**src/rtl/adder_share_arbiter.sv**
```systemverilog
// ============================================================================
// Module   : adder_share_arbiter
// Purpose  : Round-robin sharing of one WIDTH-bit adder among NREQ requesters,
//            with a back-pressurable registered result channel.
// Option   : define ADDER_SAT_EN to saturate res_data on overflow.
// Revision : 1.0 - initial release
// ============================================================================
`default_nettype none

module adder_share_arbiter #(
   parameter int NREQ  = 4,
   parameter int WIDTH = 8,
   parameter int IDW   = $clog2(NREQ)
) (
   input  logic                    clk,
   input  logic                    rst,
   input  logic [NREQ-1:0]         req_valid,
   input  logic [NREQ*WIDTH-1:0]   req_a,
   input  logic [NREQ*WIDTH-1:0]   req_b,
   output logic [NREQ-1:0]         req_ready,
   output logic                    res_valid,
   input  logic                    res_ready,
   output logic [WIDTH-1:0]        res_data,
   output logic                    res_carry,
   output logic [IDW-1:0]          res_id
);

   logic             res_valid_q, res_valid_d;
   logic [WIDTH-1:0] res_data_q,  res_data_d;
   logic             res_carry_q, res_carry_d;
   logic [IDW-1:0]   res_id_q,    res_id_d;
   logic [IDW-1:0]   rr_ptr_q,    rr_ptr_d;

   logic             can_accept;
   logic             any_valid;
   logic             xfer;
   logic [IDW-1:0]   sel;
   logic [WIDTH-1:0] op_a;
   logic [WIDTH-1:0] op_b;
   logic [WIDTH:0]   sum;
   logic [WIDTH-1:0] sum_data;

   // Grant: lowest valid index at or above rr_ptr, else lowest valid index overall.
   always_comb begin
      can_accept = !res_valid_q || res_ready;
      any_valid  = 1'b0;
      sel        = '0;
      for (int i = NREQ-1; i >= 0; i--) begin
         if (req_valid[i]) begin
            any_valid = 1'b1;
            sel       = IDW'(i);
         end
      end
      for (int i = NREQ-1; i >= 0; i--) begin
         if (req_valid[i] && (i >= int'(rr_ptr_q))) begin
            sel = IDW'(i);
         end
      end
      xfer      = can_accept && any_valid && !rst;
      req_ready = xfer ? (NREQ'(1) << sel) : '0;
   end

   always_comb begin
      op_a = '0;
      op_b = '0;
      for (int i = 0; i < NREQ; i++) begin
         if (sel == IDW'(i)) begin
            op_a = req_a[i*WIDTH +: WIDTH];
            op_b = req_b[i*WIDTH +: WIDTH];
         end
      end
      sum = {1'b0, op_a} + {1'b0, op_b};
`ifdef ADDER_SAT_EN
      sum_data = sum[WIDTH] ? {WIDTH{1'b1}} : sum[WIDTH-1:0];
`else
      sum_data = sum[WIDTH-1:0];
`endif
   end

   always_comb begin
      res_valid_d = res_valid_q;
      res_data_d  = res_data_q;
      res_carry_d = res_carry_q;
      res_id_d    = res_id_q;
      rr_ptr_d    = rr_ptr_q;
      if (xfer) begin
         res_valid_d = 1'b1;
         res_data_d  = sum_data;
         res_carry_d = sum[WIDTH];
         res_id_d    = sel;
         rr_ptr_d    = (sel == IDW'(NREQ-1)) ? '0 : sel + 1'b1;
      end else if (res_ready) begin
         // Consumed with nothing new: payload holds its last value.
         res_valid_d = 1'b0;
      end
   end

   always_ff @(posedge clk or posedge rst) begin
      if (rst) begin
         res_valid_q <= 1'b0;
         res_data_q  <= '0;
         res_carry_q <= 1'b0;
         res_id_q    <= '0;
         rr_ptr_q    <= '0;
      end else begin
         res_valid_q <= res_valid_d;
         res_data_q  <= res_data_d;
         res_carry_q <= res_carry_d;
         res_id_q    <= res_id_d;
         rr_ptr_q    <= rr_ptr_d;
      end
   end

   assign res_valid = res_valid_q;
   assign res_data  = res_data_q;
   assign res_carry = res_carry_q;
   assign res_id    = res_id_q;

endmodule

`default_nettype wire

```
**config.mk**
```make
export PLATFORM = sky130hd
export DESIGN_NAME = adder_share_arbiter
export DESIGN_NICKNAME = d
export VERILOG_FILES = /design/src/rtl/adder_share_arbiter.sv
export SDC_FILE = /design/constraint.sdc
export NUM_CORES = 1
export LEC_CHECK = 0
export BUFFER_PORTS_ARGS = -buffer_cell sky130_fd_sc_hd__buf_2
export CORE_MARGIN = 2
export CORE_UTILIZATION = 30
export CTS_BUF_LIST = sky130_fd_sc_hd__clkbuf_8
export CTS_CLUSTER_DIAMETER = 120
export DETAILED_ROUTE_END_ITERATION = 7
export PLACE_DENSITY = 0.61
export SLEW_MARGIN = 20
export SYNTH_ARGS = -nofsm -noshare
export SYNTH_HDL_FRONTEND = slang
export SYNTH_SLANG_ARGS = --single-unit
```
**constraint.sdc**
```tcl
create_clock -name clk -period 5.65 [get_ports clk]
set_input_delay 0.2825 -clock clk [delete_from_list [all_inputs] [get_ports clk]]
set_output_delay 0.2825 -clock clk [all_outputs]
set_load 0.02 [all_outputs]
```
==> Word level (Yosys, flattened, before mapping) <==
Cells that the tools add are included.
{ "classes": {"n_addsub": 2, "magnitude_cmp": 3, "eq_ne": 3, "shifts": 1, "n_mux": 23, "reduce_logical": 10} }
{ "op_table": {"columns": ["operator", "count"], "rows": [
  ["$mux W8", 8],
  ["$mux W2", 8],
  ["$add A8 B8 Y9", 1],
  ["$mux W1", 6],
  ["$logic_and A1 B1 Y1", 5],
  ["$eq A2 B2 Y1 const B", 2],
  ["$ge A1 B2 Y1 const A", 2],
  ["$mux W4", 1],
  ["$shl A1 B2 Y4 const A", 1],
  ["$add A2 B1 Y2 const B", 1],
  ["$eq A2 B1 Y1 const B", 1],
  ["$ge A2 B2 Y1 const A", 1],
  ["$logic_not A1 Y1", 2],
  ["$logic_not A2 Y1", 1],
  ["$reduce_bool A2 Y1", 1],
  ["$logic_or A1 B1 Y1", 1]
]} }
{ "word_totals": {"register_bits": 14, "input_bits": 71, "out_inout_bits": 16, "word_cells": 47} }

==> Longest topological paths before layout <==
{ "logic_depth": {"depth_word": 13, "ltp_mapped": 16, "ltp_nobuf": 14} }

==> Worst setup path after synthesis <==
Ideal clock, no wire load.
{ "synth_path": {"kind": "reg2reg", "startpoint": "register rr_ptr_q[1]", "endpoint": "register res_carry_q, in the netlist res_carry", "setup_time_ps": 129, "arrival_ps": 3562, "required_time_ps": 5521, "path_slack_ps": 1959, "path_stages_with_launch": 17, "n_path_buf": 2, "period_less_slack_ps": 3691, "cell_sequence": "dfrtp_1 > mux2i_1 > nor2_1 > or3_1 > inv_1 > ha_1 > buf_2 > nor2b_1 > buf_2 > a221oi_1 > o31ai_1 > ha_1 > fa_1 > a21oi_1 > o21ai_0 > o31a_1 > o41a_1"} }
{ "synth_via": {"elab_chain_len": 11, "elab_cells_between_ends": 22, "cone_classes": "1 x add/sub; 3 x order compare; 3 x eq/ne; 11 x mux; 4 x reduce/logical"} }
{ "synth_lines": {"columns": ["item", "line", "source"], "rows": [
  ["start: declaration", "32", "logic [IDW-1:0] rr_ptr_q, rr_ptr_d;"],
  ["start signal: assignment", "110", "rr_ptr_q <= rr_ptr_d;"],
  ["$ge A2 B2 Y1", "55", "if (req_valid[i] && (i >= int'(rr_ptr_q))) begin"],
  ["$logic_and A1 B1 Y1", "55", null],
  ["$mux W2 (2 in series)", "55", null],
  ["$mux W2 (*)", "55", null],
  ["net sel[0]", "37", "logic [IDW-1:0] sel;"],
  ["$logic_not A2 Y1", "67", "if (sel == IDW'(i)) begin"],
  ["$mux W8 (4 in series)", "67", null],
  ["$add A8 B8 Y9 (*)", "72", "sum = {1'b0, op_a} + {1'b0, op_b};"],
  ["end signal: assignment", "108", "res_carry_q <= res_carry_d;"],
  ["end: declaration", "30", "logic res_carry_q, res_carry_d;"]
]} }
Mark *: on every way through the listed nets, which the timed path passes. The rest lies on a longest branch.
A chain may end at the register's enable or synchronous reset.

==> Worst setup path after layout <==
Ends and elaborated chain as after synthesis.

==> metrics.md <==
| Metric | Value |
|---|---|
| Max Fclk | 222 MHz |
| Syn Std Cell Area | 1490 µm² |
| DRT Pass-1 Iters | 4 |
| DRC Markers | 0 |
| Row cnt | 25 |
| Syn nets | 275 |
| YS warnings | 0 |
| Setup Buffers After CTS | 0 |
| Area contributors post-synth | dfrtp_1, ha_1, nand2_1 |
| Arrival time at the worst endpoint | 4.62 ns |
| Root buffer cell | clkbuf_8 |
| Die Span X | 74.4 µm |
| Max-slew headroom | 29.2% |
| Yosys top cell by area | dfrtp_1 |
| Initial antenna violation count | 0 |
| GR Overflow Total | 0 |
| RSZ-0062 raised after global routing | no |
| Worst-Margin Slew | 1.06 ns |
| Synth cell types | 38 |
| Clock Skews | 0.00254 ns |
| Commonest cells in the netlist | nand2_1, nor2b_1, o31ai_1 |
| Peak supply drop | 0.199 mV |
| Clk sinks | 14 |
| Die area | 5530 µm² |
| Crit. End Element | register |
| FF+latch count, synth | 14 |
| P&R area growth vs syn | 33.8% |
| Layout cells sized above 1 | 34.0% |
| Vias in the first global route | 1491 |
| Most frequent cell after synthesis | nand2_1 |
| Drt total wl | 4290 µm |
| Critical Path Sink | res_carry$_DFFE_PP0P_ |
| Startpoint Class | register |
| Reg2reg start | rr_ptr_q[1]$_DFFE_PP0P_ |
| Final antenna-violating net count | 0 |
| Total power | 926 µW |
| DR iter-0 viols | 62 |
| R2r setup slk | 1.14 ns |
| Reg2Reg Capture Point | res_carry$_DFFE_PP0P_ |
| Critical path fanouts, max | 19 |
| Synth async-reset ratio | 100% |
| Placed Area | 1950 µm² |
| Max-cap violations | 0 |
| Port bufs | 86 |
| Wire length per cell | 12.8 µm |
| Cts hold-fix bufs | 0 |
| Clock buffer depth | 2 |
| Clock latency at the later pin of the worst-skew pair | 0.24 ns |
| GRT Total Usage | 14.9% |
| Worst R2R Path Depth | 14 |
| Top cell type's share of synthesized area | 23.6% |
| Met2 Wirelength | 2210 µm |
| Final TNS setup | 0 ns |
| Post-Synthesis Cells | 191 |
| PD cells | 466 nW/µm² |
| Avg Cell Area, Syn | 7.78 µm² |
| Post-synth EDFFs | 0 |
| Critical path class | register to register |
| Final hold vios | 0 |
| Vias | 1681 |
| H-tree level count | 1 |
| Lkg Pwr | 0.000987 µW |
| Worst hold path class | input pin to asynchronous set/reset pin |
| Max-slew violation count | 0 |
| First-pass GRT wire length | 6490 µm |
| Die height | 74.4 µm |
| Routability-driven placement congestion ratio | 0.863 |
| Core area | 4750 µm² |
| Num ports | 87 |
| WL met1 | 1840 µm |
| Num CTS Buffers | 3 |
| Vias per inst | 5.02 |
| Crit path launch | rr_ptr_q[1]$_DFFE_PP0P_ |
| Initial Utilization | 31.3% |
| Setup violations, final | 0 |
| Dpl hpwl | 3500 µm |
| Ant diodes | 0 |
| Design area | 1990 µm² |
| Synth Flop Type | dfrtp_1 |
| Data required time at the worst endpoint | 5.77 ns |
| Post-synthesis sequential area ratio | 23.6% |
| Clock transition at path regs | 0.06 ns |
| Highest metal used | met4 |
| Final nets | 354 |
| Share of the clock period used by the worst path | 79.8% |
| Routed met3 length | 215 µm |
| CTS tree | built |
| Status | complete, no violations |
| Post-cts repair resize count | 0 |
| Largest net degree at the start of global routing | 34 |
| Min Tclk post-route | 4.51 ns |
logic make-up (layout without fill, tap and decap cells):
family / count (synthesis) / in the layout / share of synthesized area (%)
AO/OA/AOI/OAI: 62 / 62 / 30.6
multiplexers: 3 / 3 / 2.02
buffers and inverters: 21 / 98 / 6.14
AND/OR/NAND/NOR: 76 / 76 / 25.1
XOR/XNOR: 2 / 2 / 1.18
adder cells (fa/ha/maj): 13 / 13 / 11.4
flip-flops: 14 / 14 / 23.6
cell type report:
type	count	area [µm²]
clock buffer	3	41.3
fill	539	2770
inverter	8	30.0
multi-input combinational	156	1040
sequential	14	350
tap	67	83.8
timing repair buffer	87	438
layer usage:
metal,global-route usage (%),vias up
met5,0,-
met4,1.79,0
met3,3.39,2
met2,26.5,44
met1,19.1,781
li1,-,854
worst min-delay path by stage:
stage               depth (start not counted)  from                      end
floorplan                                   1   rst    res_carry$_DFFE_PP0P_
global placement                            2   rst    res_valid$_DFFE_PP0P_
detailed placement                          2   rst  res_data[4]$_DFFE_PP0P_
CTS                                         2   rst  res_data[2]$_DFFE_PP0P_
global route                                2   rst    res_valid$_DFFE_PP0P_
finish                                      2   rst  res_data[2]$_DFFE_PP0P_
per-stage QoR:
step	hold slack (ns)	utilization, %	instances	setup slack, ns
after floorplan	0.172	-	191	1.96
after detailed placement	0.369	40.9	332	1.16
final	0.0926	41.8	335	1.14
after global routing	0.146	41.8	335	0.776
after CTS	0.112	41.8	335	1.14
after global placement	0.369	40.9	332	1.31
worst max-delay path: stages, from the launching register on:
cell and delay [ns]:
dfrtp_1 0.43, mux2i_1 0.20, nor2_1 0.05, or3_1 0.42, inv_1 0.13, ha_1 0.58
nor2b_1 0.40, a221oi_1 0.37, o31ai_1 0.11, ha_1 0.28, fa_1 0.42, a21oi_1 0.24
o21ai_0 0.16, o31a_1 0.28, o41a_1 0.31
state kept, by name (all words and copies together), names as in the netlist:
name / count
res_id: 2
res_carry: 1
rr_ptr_q: 2
res_valid: 1
res_data: 8
where the power goes:
| group | internal, µW | total [µW] | leakage (µW) | switching (µW) |
|---|---|---|---|---|
| Clock | 47.1 | 79.6 | 0.0000216 | 32.5 |
| Sequential | 143 | 169 | 0.000171 | 25.8 |
| Combinational | 285 | 677 | 0.000794 | 393 |
layout by cell type, fill, tap and decap left out, drive strengths merged:
cell	instances
inv	8
nand3	1
or3	3
xor2	1
o21bai	1
a21oi	8
nor2b	18
nor3	2
a211o	1
o31a	1
clkbuf	3
o311ai	1
a2111o	1
ha	12
nand4	1
dfrtp	14
o21a	2
a21o	2
buf	87
a211oi	2
a221oi	15
mux2i	3
o21ai	8
o211ai	1
nand3b	1
nor4	2
and2	4
nand2	37
o31ai	17
o41a	1
xnor2	1
nor2	5
nand2b	2
o22ai	1
fa	1
Note: power is estimated with default switching activity, not from simulation.
